[config.mk]
export PLATFORM = sky130hd
export DESIGN_NAME = out_buf_wr_sched
export DESIGN_NICKNAME = d
export VERILOG_FILES = /design/src/rtl/out_buf_wr_sched.sv
export SDC_FILE = /design/constraint.sdc
export NUM_CORES = 1
export LEC_CHECK = 0
export ABC_AREA = 1
export BUFFER_PORTS_ARGS = -buffer_cell sky130_fd_sc_hd__buf_4
export CAP_MARGIN = 10
export CELL_PAD_IN_SITES_DETAIL_PLACEMENT = 1
export CELL_PAD_IN_SITES_GLOBAL_PLACEMENT = 2
export CORE_ASPECT_RATIO = 1.25
export CORE_MARGIN = 10
export CORE_UTILIZATION = 28
export CTS_CLUSTER_SIZE = 30
export DETAILED_ROUTE_END_ITERATION = 6
export GPL_TIMING_DRIVEN = 0
export PLACE_DENSITY_LB_ADDON = 0.1
export SYNTH_ARGS = -nofsm -noshare
export SYNTH_HDL_FRONTEND = slang
export SYNTH_SLANG_ARGS = --single-unit
[constraint.sdc]
create_clock -name clk_wr -period 4.8 [get_ports clk_wr]
set_clock_uncertainty 0.05 [all_clocks]
set_input_delay 0.48 -clock clk_wr [delete_from_list [all_inputs] [get_ports clk_wr]]
set_output_delay 0.48 -clock clk_wr [all_outputs]
set_load 0.03 [all_outputs]
[src/rtl/out_buf_wr_sched.sv]
// Write-side scheduler: spreads one pixel-group stream round-robin across NUM_SLICES buffers.
// Optional stall statistics enabled by defining OUT_BUF_WR_SCHED_STATS_EN.
module out_buf_wr_sched #(
  parameter int NUM_SLICES       = 4,
  parameter int DATA_WIDTH       = 168,
  parameter int PIX_PER_GROUP    = 4,
  parameter int MAX_SLICE_WIDTH  = 2560,
  parameter int MAX_SLICE_HEIGHT = 2560
) (
  input  logic                                clk_wr,
  input  logic                                rst_n,
  input  logic [$clog2(MAX_SLICE_WIDTH)-1:0]  slice_width,
  input  logic [$clog2(MAX_SLICE_HEIGHT)-1:0] slice_height,
  input  logic                                frame_start,
  input  logic [DATA_WIDTH-1:0]               in_data,
  input  logic                                in_valid,
  output logic                                in_ready,
  input  logic [NUM_SLICES-1:0]               buf_almost_full,
  output logic [DATA_WIDTH-1:0]               wr_data,
  output logic [NUM_SLICES-1:0]               wr_valid,
  output logic [NUM_SLICES-1:0]               wr_sof,
  output logic [$clog2(NUM_SLICES)-1:0]       cur_slice,
  output logic                                frame_done,
  output logic [15:0]                         stall_cnt
);
  localparam int W_W = $clog2(MAX_SLICE_WIDTH);
  localparam int H_W = $clog2(MAX_SLICE_HEIGHT);
  localparam int S_W = $clog2(NUM_SLICES);

  typedef enum logic [1:0] {IDLE, RUN, DONE} state_t;
  state_t state, state_nxt;

  logic [W_W:0]          gsum;
  logic [W_W-1:0]        gpl;
  logic [W_W-1:0]        grp_cnt;
  logic [H_W-1:0]        line_cnt;
  logic [NUM_SLICES-1:0] first_wr;
  logic [NUM_SLICES-1:0] sel;
  logic                  accept, last_grp, last_slice, last_line;

  always_comb begin
    gsum       = {1'b0, slice_width} + (W_W+1)'(PIX_PER_GROUP - 1);
    gpl        = (slice_width == '0) ? W_W'(1) : W_W'(gsum / (W_W+1)'(PIX_PER_GROUP));
    sel        = NUM_SLICES'(1) << cur_slice;
    in_ready   = (state == RUN) && !buf_almost_full[cur_slice];
    // frame_start wins over a same-cycle handshake, so that group is dropped
    accept     = in_valid && in_ready && !frame_start;
    last_grp   = (grp_cnt == gpl - W_W'(1));
    last_slice = (cur_slice == S_W'(NUM_SLICES - 1));
    last_line  = (line_cnt == slice_height - H_W'(1));
  end

  always_comb begin
    state_nxt = state;
    case (state)
      IDLE: if (frame_start) state_nxt = RUN;
      RUN: begin
        if (frame_start) state_nxt = RUN;
        else if (accept && last_grp && last_slice && last_line) state_nxt = DONE;
      end
      DONE:    state_nxt = frame_start ? RUN : IDLE;
      default: state_nxt = IDLE;
    endcase
  end

  always_ff @(posedge clk_wr or negedge rst_n) begin
    if (!rst_n) state <= IDLE;
    else        state <= state_nxt;
  end

  always_ff @(posedge clk_wr or negedge rst_n) begin
    if (!rst_n) begin
      wr_data    <= '0;
      wr_valid   <= '0;
      wr_sof     <= '0;
      cur_slice  <= '0;
      frame_done <= 1'b0;
      grp_cnt    <= '0;
      line_cnt   <= '0;
      first_wr   <= '1;
    end else begin
      wr_valid   <= '0;
      wr_sof     <= '0;
      frame_done <= (state == DONE) && !frame_start;
      if (frame_start) begin
        cur_slice <= '0;
        grp_cnt   <= '0;
        line_cnt  <= '0;
        first_wr  <= '1;
      end else if (accept) begin
        wr_data  <= in_data;
        wr_valid <= sel;
        wr_sof   <= sel & first_wr;
        first_wr <= first_wr & ~sel;
        if (last_grp) begin
          grp_cnt <= '0;
          if (last_slice) begin
            cur_slice <= '0;
            line_cnt  <= line_cnt + H_W'(1);
          end else begin
            cur_slice <= cur_slice + S_W'(1);
          end
        end else begin
          grp_cnt <= grp_cnt + W_W'(1);
        end
      end
    end
  end

`ifdef OUT_BUF_WR_SCHED_STATS_EN
  always_ff @(posedge clk_wr or negedge rst_n) begin
    if (!rst_n)
      stall_cnt <= '0;
    else if (frame_start)
      stall_cnt <= '0;
    else if ((state == RUN) && in_valid && !in_ready && (stall_cnt != '1))
      stall_cnt <= stall_cnt + 16'd1;
  end
`else
  assign stall_cnt = '0;
`endif

endmodule

Word level (Yosys, flattened, before mapping)
Cells that the tools add are included.
- word-level logic and storage cells: 71
- input bits: 200
- register bits: 209
- output and inout bits: 196
- shifts and indexed selects: 1
- mux-type cells: 25
- $lt $le $gt $ge: 1
- bitwise logic cells: 4
- add/sub/neg operators: 6
- reduce and logical (&&, ||, !) cells: 18
- eq/ne operators: 7
- operator list (kind ; count):
    $mux 12 ; 7
    $add 12x1->12 const B ; 2
    $eq 12x12->1 ; 2
    $mux 4 ; 6
    $mux 2 ; 7
    $add 12x2->13 const B ; 1
    $logic_not 12->1 ; 1
    $sub 11x1->12 const B ; 1
    $sub 12x1->12 const B ; 1
    $mux 11 ; 1
    $and 4x4->4 ; 2
    $logic_and 1x1->1 ; 7
    $pmux 2 s3 ; 1
    $reduce_and 2->1 ; 3
    $reduce_bool 2->1 ; 3
    $eq 2x2->1 const B ; 2
    $not 4->4 ; 1
    $shl 1x2->4 const A ; 1
    $lt 2x3->1 const B ; 1
    $ne 3x2->1 const B ; 1
    $reduce_and 3->1 ; 1
    $add 2x1->2 const B ; 1
    $bmux 1 s2 ; 1
    $eq 2x1->1 const B ; 1
    other kinds (5) ; 7

Depth between registers and ports, before layout
Gate-level depths: netlist of the first run.
- depth after elaboration: 12
- mapped depth: 21

Worst setup path before layout of the first run
OpenSTA, ideal clock, no wires.
- kind: register to register
- from: register cur_slice[0]
- to: register wr_data[41]
- slack: 2113 ps
- data arrival time: 2519 ps
- stages on the path, launching flop included: 12
- setup time: 118 ps
- cell sequence: dfrtp_1 inv_2 nand2_1 nand3_1 a21oi_1 nand2_1 nor2_1 inv_2 clkbuf_1 clkbuf_1 nand2_1 nand2_1
- longest elaborated chain between the ends: 7
- ends and longest elaborated chain (item ; RTL line ; RTL):
    start: declaration ; 22 ; output logic [$clog2(NUM_SLICES)-1:0] cur_slice,
    start signal: assignment ; 101 ; cur_slice <= cur_slice + S_W'(1);
    $bmux 1 s2 ; 45 ; in_ready = (state == RUN) && !buf_almost_full[cur_slice];
    $mux 1 (implied by the code) ; 45 ;
    $logic_not 1->1 ; 45 ;
    $logic_and 1x1->1 ; 45 ;
    net in_ready ; 17 ; output logic in_ready,
    $logic_and 1x1->1 (2 in a row) ; 47 ; accept = in_valid && in_ready && !frame_start;
    $reduce_and 2->1 (no line) ; n/a ;
    end signal: assignment ; 91 ; wr_data <= in_data;
    end: declaration ; 19 ; output logic [DATA_WIDTH-1:0] wr_data,
The timed path passes the listed nets, and every way through them passes these cells. The select of a mux whose other input is x is not followed.
A chain may end at the register's enable or synchronous reset.

Worst setup path after layout of the first run
- from: register cur_slice[0]
- to: register wr_data[28]
- longest elaborated chain between the ends: 7
- ends and longest elaborated chain (item ; RTL line):
    $bmux 1 s2 ; 45
    $mux 1 (implied by the code) ; 45
    $logic_not 1->1 ; 45
    $logic_and 1x1->1 ; 45
    $logic_and 1x1->1 (2 in a row) ; 47
    $reduce_and 2->1 (no line) ; n/a
No other way between the ends. The select of a mux whose other input is x is not followed.

==> results.cfg, run 1 <==
[critical_path]
reg2reg_from = cur_slice[0]
critical_path_class = reg -> reg
critical-path-top-delay-family = simple AND/OR/NAND/NOR gates
worst_ep_arrival_time_ns = 3.59
critPathMaxFanout = 10
slowest_stage = nor2_1
start_kind = flop
crit_chain = inv_2, nand2_1, nand3_1, a21oi_1, nand2_1, nor2_1, inv_2, clkbuf_1, clkbuf_1, nand2_1, nand2_1
worstSetupEndpointType = flop
path_buf_inv = 4
cp_slowest_stage_delay_ns = 0.84
path_common_cell = nand2_1
worstSetupStartpoint = cur_slice[0]
crit_required_ns = 5.17

[global_route]
grtUsageMet2 = 0.3270
antenna_found_initial = 4
gr-total-overflow = 0
grt_pass1_vias = 9504
use_met3 = 0.08408
grt_pass1_wl_mm = 57.31
grt_max_degree = 95
grtUsageTotal = 0.1785
grt-busiest-layer = met2
use_met1 = 0.1781

[route]
route.detailed.drc = 0
avgViaCountPerCell = 4.349
dr_total_vias = 8932
dr.pass1.iters = 4
ant_nets = 0
finalWirelength_mm = 38.06
drt_first_iter_violations = 337
wire_per_inst_um = 18.53

[sta]
worst_slew_margin_rel = 0.2730
setup_viol = 0
slew_viol_final = 0
fin_crit_sh = 0.6721
layout_min_cycle_time_ns = 3.226
fin_setup_tns_ns = 0
fmax_mhz = 310.0
holdWs_ns = 0.09751
rsz0062_at_grt = no
finalWorstSetupSlack_ns = 1.574
tightest_slew_ns = 1.086
hold_viol_final = 0

[synth]
ys_async_sr_fraction = 1.000
syn_area_per_cell_um2 = 8.008
netlist_instances = 1190
yosys-top-cells-count = nand2_1, dfrtp_1, inv_1, nand3_1, nor2_1
synth.most_common_cell = nand2_1
synth_top_area_share = 0.5383
ys_seq_area_frac = 0.5494
yosys_warnings = 0
syn_area_mm2 = 0.009529
yosysUniqueCellTypes = 39
netlist_top_cells_area = dfrtp_1, nand2_1, nand3_1
ys.flop_type = dfrtp_1
synth_edf_count = 0
yosys.area.top_type = dfrtp_1
synth_seq_cells = 209

[placement]
place_ws_ns = 1.347
port_buffers = 378
gp_congestion = 0.7713
place_area_mm2 = 0.01302
hpwl_mm = 30.40

[clock_network]
postCtsHoldBufs = 1
worst_skew_pair.late_latency_ns = 0.52
clock-sinks = 209
clk_pin_slew_ns = 0.06
cts_resized = 0
cts_root_buffer = clkbuf_16
cts_tree = yes
cts_htree_levels = 1
cts_buffer_depth = 3
post-cts-setup-buffers = 0
cts_inserted_buffers = 25

[final_layout]
multi_input_area_mm2 = 0.003772
n_antenna_cell = 0
final_cell_area_mm2 = 0.01391
nFillCells = 4125
seqCellArea_mm2 = 0.005235
drive_gt1_frac = 0.2955
fin_nets = 1821
syn_to_final_growth_pct = 46.00

[die]
rows = 75
ios = 396
die_x_um = 185.0
die_h_um = 226.3
die-area_mm2 = 0.04186
initial_core_util = 0.2836
core_mm2 = 0.03359

[pwr]
power_leakage_nw = 7.700
peakVddDrop_mv = 0.2824
p_seq_frac = 0.376
power.net_switching_mw = 1.878
internal-power_mw = 3.814
netSwitchingFraction = 0.3300
cellPowerDensity_mw_per_mm2 = 409.2
power_frac_comb = 0.264
power.share.clock = 0.360

[min_path]
min_from = in_data[115]
hp-class = in -> reg

[run_status]
outcome = completed

[run]
cap_viol_max_count = 0
cell type report:
type,count,area share
Multi-Input combinational cell,867,0.2712
Timing Repair Buffer,381,0.2092
Buffer,63,0.02374
Tap cell,423,0.03804
Clock buffer,34,0.05243
Clock inverter,11,0.01133
Sequential cell,209,0.3763
Inverter,66,0.01781
per-layer routing:
layer,wire length (µm),vias up
li1,-,4446
met1,13350,4200
met2,19970,238
met3,4061,40
met4,633,8
met5,49,-
flip-flops by register name (all words and copies together), names as in the netlist:
register	count
cur_slice	2
first_wr	4
frame_done	1
grp_cnt	12
line_cnt	12
state	2
wr_data	168
wr_sof	4
wr_valid	4
final timing paths:
| path | to | slack [ns] | depth (start not counted) |
|---|---|---|---|
| min in group asynchronous | wr_data[143] | 0.36 | 2 |
| hold / removal | wr_data[115] | 0.1 | 3 |
| setup / recovery | wr_data[28] | 1.57 | 11 |
| hold reg to reg | frame_done | 0.41 | 1 |
| max in group asynchronous | wr_data[50] | 3.56 | 3 |
| setup reg to reg | wr_data[28] | 1.57 | 11 |
cells by family (layout without fill, tap and decap cells):
family | count (synthesis) | in the layout | synth area share
simple gates | 782 | 782 | 0.3313
flops | 209 | 209 | 0.5494
buf+inv | 129 | 555 | 0.06066
xor+xnor | 34 | 34 | 0.03125
compound gates | 27 | 27 | 0.01654
fa+ha+maj | 8 | 8 | 0.01050
other cells | 1 | 16 | 0.0003935
tightest hold or removal path: cells and delay by family:
kind,cells,cell delay (ns)
buffers and inverters,1,0.08
AND/OR/NAND/NOR,2,0.09
through the flow:
step	total power, mW	util	cells
global placement	3.678	0.3855	2006
global route	5.990	0.4141	2054
CTS	5.800	0.4141	2054
floorplan	2.945	-	1205
finish	5.692	0.4141	2054
detailed placement	3.705	0.3874	2008
cell usage in the layout, fill, tap and decap left out, drive strengths merged:
cell         netlist  layout
bufinv             0       4
a22o               1       1
nand3b             4       4
inv               66      66
dfstp              4       4
clkinvlp           0       1
a21oi              9       9
conb               1      16
nor4               2       2
buf               32     412
clkinv             0       6
o21bai             1       1
ha                 8       8
nand2            630     630
a211oi             2       2
xor2              23      23
nor2              64      64
nor3b              1       1
nand3             58      58
o211ai             1       1
clkbuf            31      65
dfrtp            205     205
nor3              14      14
xnor2             11      11
a31oi              2       2
o22ai              2       2
o21ai              9       9
dlygate4sd3        0       1
nand4              8       8
or2                1       1
power groups by stage:
stage                     logic (mW)  clock network (mW)  registers (mW)
after global placement          1.52                   0            2.15
after detailed placement        1.54                   0            2.17
after floorplan                0.320                   0            2.62
after CTS                       1.54                2.12            2.14
final                           1.50                2.05            2.14
after global routing            1.63                2.19            2.17
(Power assumes the default switching activity.)
==> run 2: changes to the inputs <==
- ABC_AREA: 1 -> 0
- CORE_UTILIZATION: 28 -> 27
- clock period: 4.8 -> 2.75 ns (I/O delays scaled with it)
==> run 2 against run 1 <==
Net effect: via count shrank 8.0%; area after synthesis fell by 0.87%; count of clock-buffer cells in the layout up 3; hold slack better by 0.047 ns; clock power is 65% higher; flip-flop and latch count did not move; combinational power rose by 120%; design area increased by 16%; non-clock buffer count grew 174; final cell count down 12%; critical path type is now in -> reg; the flow now finishes with violations (negative setup slack); critical path depth grew 3; first-iteration DRC count decreased by 27%.
==> results.cfg, run 2 <==
[run_status]
outcome = finished, violations left
violations = negative setup slack

[clock_network]
cts_root_buffer = clkbuf_16
cts_buffer_depth = 3
cts_tree = yes
worst_skew_pair.late_latency_ns = 0.52
cts_inserted_buffers = 25
clk_pin_slew_ns = 0.06
cts_htree_levels = 1
clock-sinks = 209

[pwr]
peakVddDrop_mv = 0.4499
cellPowerDensity_mw_per_mm2 = 652.0
power.share.clock = 0.322
internal-power_mw = 7.069
power_mw = 10.49
power.net_switching_mw = 3.418
power_leakage_nw = 7.239
netSwitchingFraction = 0.3259
p_seq_frac = 0.364
power_frac_comb = 0.314

[critical_path]
slowest_stage = or4_1
crit_required_ns = 3.14
start_kind = primary input
worst_ep_arrival_time_ns = 3.54
worstSetupEndpointType = flop
critPathMaxFanout = 6
reg2reg_from = cur_slice[0]
critical_path_class = in -> reg
path_buf_inv = 3
rr_endpoint = line_cnt[7]
crit_chain = buf_12, or3_4, nor4_4, a21oi_2, ha_4, xnor2_1, a311o_1, a31oi_1, o21ai_1, or4_1, buf_6, buf_8, or4_1, a21oi_1
cp_slowest_stage_delay_ns = 0.52
path_common_cell = or4_1
rrSetupSlack_ns = -0.14
ff2ff_path_depth = 7
critical-path-top-delay-family = simple AND/OR/NAND/NOR gates

[final_layout]
fin_nets = 1537
final_cell_area_mm2 = 0.01609
largest_reg_flops = 168
regMostFlops = wr_data
drive_gt1_frac = 0.5242
n_antenna_cell = 0
syn_to_final_growth_pct = 70.28
most-common-layout-cells = buf_4, dfrtp_1, mux2_2, dlygate4sd3_1, clkbuf_16
final_common_cell = buf_4
reg.largest.list = wr_data x168, grp_cnt x12, line_cnt x12

[global_route]
grt_pass1_vias = 8746
grtUsageTotal = 0.1689
gr-total-overflow = 0
grt_max_degree = 110
grt_pass1_wl_mm = 56.94
antenna_found_initial = 0

[synth]
synth_seq_cells = 209
syn_area_mm2 = 0.009447
synth_edf_count = 0
yosysUniqueCellTypes = 62
yosys_warnings = 0
netlist_top_cells_area = dfrtp_1, mux2_2, xnor2_1
ys_async_sr_fraction = 1.000
yosys-top-cells-count = dfrtp_1, mux2_2, nor2_1, xnor2_1, clkbuf_1
synth.most_common_cell = dfrtp_1
syn_area_per_cell_um2 = 13.03
synth_top_area_share = 0.5430
ys.flop_type = dfrtp_1
yosys.area.top_type = dfrtp_1
ys_seq_area_frac = 0.5542
netlist_instances = 725

[route]
route.detailed.drc = 0
ant_nets = 0
dr_total_vias = 8220
wire_per_inst_um = 20.87
avgViaCountPerCell = 4.534
dr.pass1.iters = 4
drt_first_iter_violations = 247
finalWirelength_mm = 37.84

[placement]
hpwl_mm = 27.63
place_area_mm2 = 0.01304
place_ws_ns = -1.335
gp_congestion = 0.7666
port_buffers = 373

[die]
ios = 396
initial_core_util = 0.2737
die_x_um = 187.3
rows = 76
die_h_um = 229.1
core_mm2 = 0.03452
die-area_mm2 = 0.04292

[sta]
layout_min_cycle_time_ns = 3.154
fin_crit_sh = 1.147
setup_viol = 27
worst_slew_margin_rel = 0.4061
fmax_mhz = 317.0
finalWorstSetupSlack_ns = -0.4042
rsz0062_at_grt = yes
tightest_slew_ns = 0.8785
slew_viol_final = 0
hold_viol_final = 0

[min_path]
hp-class = in -> async

[run]
cap_viol_max_count = 0
## run 2: worst max path at each step
stage	cells after the start	slack (ns)	from	to
4_1_cts	14	-0.43	slice_width[5]	line_cnt[2]
5_1_grt	14	-0.52	slice_width[5]	line_cnt[2]
3_5_place_dp	15	-1.34	slice_width[0]	cur_slice[0]
6_report	14	-0.40	slice_width[5]	line_cnt[2]
3_3_place_gp	15	-1.30	slice_width[0]	cur_slice[0]
2_1_floorplan	14	-0.81	slice_width[10]	line_cnt[2]
## run 2: cell families (layout without fill, tap and decap cells)
| logic type | Yosys count | in the layout | synth area share |
|---|---|---|---|
| AO/OA/AOI/OAI | 79 | 79 | 0.05775 |
| XOR/XNOR | 35 | 35 | 0.03391 |
| adder cells (fa/ha/maj) | 8 | 8 | 0.01060 |
| buffers and inverters | 65 | 670 | 0.03682 |
| flip-flops | 209 | 209 | 0.5542 |
| multiplexers | 174 | 174 | 0.2082 |
| other | 1 | 16 | 0.0003970 |
| AND/OR/NAND/NOR | 154 | 154 | 0.09815 |
## run 2: worst register-to-register path, stage by stage, from the launching register on
cell      delay [ns]
dfrtp_2         0.43
mux4_2          0.59
nor3b_4         0.25
and2_1          0.31
clkbuf_2        0.29
nand4_1         0.21
or4_4           0.56
a21oi_2         0.12
## run 2: through the flow
stage | hold WS (ns) | TNS [ns] | instances | utilization
floorplan | -0.07059 | -18.29 | 740 | -
global placement | 0.4190 | -148.07 | 1581 | 0.3760
detailed placement | 0.08120 | -71.35 | 1583 | 0.3778
CTS | 0.1210 | -9.417 | 1812 | 0.4618
global route | 0.1435 | -12.06 | 1813 | 0.4660
finish | 0.1447 | -8.451 | 1813 | 0.4660
## run 2: final cells by class
| class | count | area, µm² |
|---|---|---|
| Clock inverter | 6 | 83.83 |
| Multi-Input combinational cell | 466 | 4203 |
| Timing Repair Buffer | 563 | 4743 |
| Clock buffer | 37 | 750.7 |
| Fill cell | 3658 | 18430 |
| Inverter | 9 | 33.78 |
| Sequential cell | 209 | 5236 |
| Tap cell | 468 | 585.6 |
| Buffer | 55 | 449.2 |
## run 2: routing by layer
| metal | vias to the layer above | share of wire | GRT usage |
|---|---|---|---|
| li1 | 3813 | - | - |
| met1 | 4131 | 0.38 | 0.1879 |
| met2 | 238 | 0.55 | 0.3175 |
| met3 | 38 | 0.050 | 0.03238 |
| met4 | 0 | 0.021 | 0.04821 |
| met5 | - | 0 | 0 |
## run 2: repair_timing
action	CTS	global route
hold endpoints to repair	295	0
pin swaps	33	9
gates resized for setup	53	41
cloned	3	0
setup buffers	14	3
endpoints found under the setup margin	187	78
hold buffers	169	0
## run 2: power groups by stage
stage	registers (mW)	clock network, mW	logic [mW]
finish	3.82	3.38	3.29
global route	3.88	3.62	3.45
CTS	3.81	3.50	3.30
detailed placement	3.87	0	3.05
global placement	3.84	0	3.02
floorplan	4.83	0	0.657
==> run 3: changes to the inputs <==
- CORE_UTILIZATION: 27 -> 28
- CTS_BUF_LIST: not set -> sky130_fd_sc_hd__clkbuf_4 sky130_fd_sc_hd__clkbuf_8
==> run 3 against run 2 <==
Net effect: the flow still finishes with violations (negative setup slack); routed wire length rose by 4.8%; worst setup slack improved by 0.052 ns; critical path depth rose by 1; final cell count fell by 1.3%; first-iteration DRC count rose by 32%; sequential share of layout area rose by 0.46 points; largest cell class unchanged; via count rose by 0.77%; combinational power rose by 1%; die area fell by 3.2%.
==> results.cfg, run 3 (synthesis gave the netlist of run 2 again) <==
[clock_network]
cts_buffer_depth = 3
clk_pin_slew_ns = 0.06
worst_skew_pair.late_latency_ns = 0.53
cts_inserted_buffers = 38
cts_tree = yes
cts_root_buffer = clkbuf_8
cts_htree_levels = 2
clock-sinks = 209

[pwr]
power.net_switching_mw = 3.445
netSwitchingFraction = 0.3346
power_mw = 10.30
power.share.clock = 0.306
p_seq_frac = 0.371
cellPowerDensity_mw_per_mm2 = 649.2
power_frac_comb = 0.323
peakVddDrop_mv = 0.2608
internal-power_mw = 6.851
power_leakage_nw = 7.217

[critical_path]
start_kind = primary input
worst_ep_arrival_time_ns = 3.47
path_common_cell = buf_4
crit_required_ns = 3.12
critPathMaxFanout = 8
crit_chain = buf_4, or3_4, and2_4, a21oi_2, ha_4, nand2b_4, mux2_4, buf_4, o211ai_1, o2111ai_2, or4_4, buf_8, o31ai_4, buf_6, mux2i_1
cp_slowest_stage_delay_ns = 0.51
slowest_stage = or4_4
critical_path_class = in -> reg
worstSetupEndpointType = flop

[sta]
fmax_mhz = 322.4
slew_viol_final = 0
finalWorstSetupSlack_ns = -0.3521
fin_setup_tns_ns = -7.307
tightest_slew_ns = 0.8346
fin_crit_sh = 1.128
worst_slew_margin_rel = 0.4436
holdWs_ns = 0.1756
layout_min_cycle_time_ns = 3.102
hold_viol_final = 0
setup_viol = 27
rsz0062_at_grt = yes

[global_route]
grt_pass1_wl_mm = 58.99
grt_pass1_vias = 9047
gr-total-overflow = 0
grtUsageTotal = 0.1856
antenna_found_initial = 0
grt_max_degree = 107

[final_layout]
reg.largest.list = wr_data x168, grp_cnt x12, line_cnt x12
largest_reg_flops = 168
syn_to_final_growth_pct = 67.89
most-common-layout-cells = buf_4, dfrtp_1, mux2_2, dlygate4sd3_1, clkbuf_8
regMostFlops = wr_data
final_common_cell = buf_4
fin_nets = 1550
drive_gt1_frac = 0.5256
final_cell_area_mm2 = 0.01586

[run_status]
violations = negative setup slack
outcome = finished, violations left

[die]
rows = 75
ios = 396
die-area_mm2 = 0.04153
core_mm2 = 0.03341
initial_core_util = 0.2828
die_x_um = 184.3
die_h_um = 225.4

[placement]
place_area_mm2 = 0.01296
port_buffers = 373
hpwl_mm = 29.27
gp_congestion = 0.7773

[min_path]
hp-class = in -> reg

[route]
drt_first_iter_violations = 327
dr.pass1.iters = 4
avgViaCountPerCell = 4.627
ant_nets = 0
dr_total_vias = 8283
wire_per_inst_um = 22.15
route.detailed.drc = 0
finalWirelength_mm = 39.66

[run]
cap_viol_max_count = 0
run 3: worst paths after layout:
path,endpoint,slack (ns),cells after the start,from
min in group asynchronous,wr_data[148],0.35,2,rst_n
hold reg to reg,first_wr[3],0.43,2,first_wr[3]
max in group asynchronous,wr_sof[1],1.23,3,rst_n
setup reg to reg,line_cnt[4],-0.11,8,cur_slice[0]
hold / removal,grp_cnt[1],0.18,5,in_valid
setup / recovery,cur_slice[0],-0.35,15,slice_width[0]
run 3: worst max-delay path: cells and delay by family:
family                   cells  cell delay [ns]
AND/OR/NAND/NOR              4             1.14
AO/OA/AOI/OAI                4             0.81
buffers and inverters        4             0.66
multiplexers                 2             0.37
adder cells (fa/ha/maj)      1             0.21
run 3: layout make-up:
class / count / area, µm²
multi-input cells: 466 / 4128
flip-flops and latches: 209 / 5236
repair buffers: 563 / 4697
clock inverters: 3 / 42.54
fillers: 3539 / 17550
diodes: 1 / 2.502
clock buffers: 61 / 764.5
plain buffers: 55 / 426.7
inverters: 9 / 33.78
well taps: 423 / 529.3
run 3: per-layer routing:
| metal | share of wire | wire length (µm) | up-vias | global-route usage |
|---|---|---|---|---|
| met5 | 0 | 0 | - | 0 |
| met4 | 0.022 | 858 | 0 | 0.05163 |
| met3 | 0.078 | 3087 | 57 | 0.05597 |
| met2 | 0.53 | 21000 | 270 | 0.3417 |
| met1 | 0.37 | 14710 | 4112 | 0.1994 |
| li1 | - | - | 3844 | - |
run 3: repair_timing:
| action | CTS | global route |
|---|---|---|
| cloned | 1 | 0 |
| hold endpoints to repair | 271 | 0 |
| endpoints found under the setup margin | 187 | 104 |
| setup buffers | 15 | 4 |
| resized for setup | 45 | 18 |
| pin swaps | 17 | 5 |
| hold buffers | 169 | 0 |
run 3: power by group through the flow:
| stage | registers [mW] | clock network (mW) | logic (mW) |
|---|---|---|---|
| 3_3_place_gp | 3.84 | 0 | 3.04 |
| 5_1_grt | 3.88 | 3.42 | 3.49 |
| 4_1_cts | 3.81 | 3.26 | 3.34 |
| 6_report | 3.82 | 3.15 | 3.33 |
| 2_1_floorplan | 4.83 | 0 | 0.657 |
| 3_5_place_dp | 3.87 | 0 | 3.07 |
run 3: through the flow:
| stage | worst slack (ns) | utilization | std cells |
|---|---|---|---|
| 6_report | -0.3521 | 0.4748 | 1790 |
| 5_1_grt | -0.4850 | 0.4747 | 1789 |
| 4_1_cts | -0.3398 | 0.4718 | 1785 |
| 3_5_place_dp | -1.343 | 0.3879 | 1537 |
| 3_3_place_gp | -1.372 | 0.3868 | 1536 |
| 2_1_floorplan | -0.8081 | - | 740 |
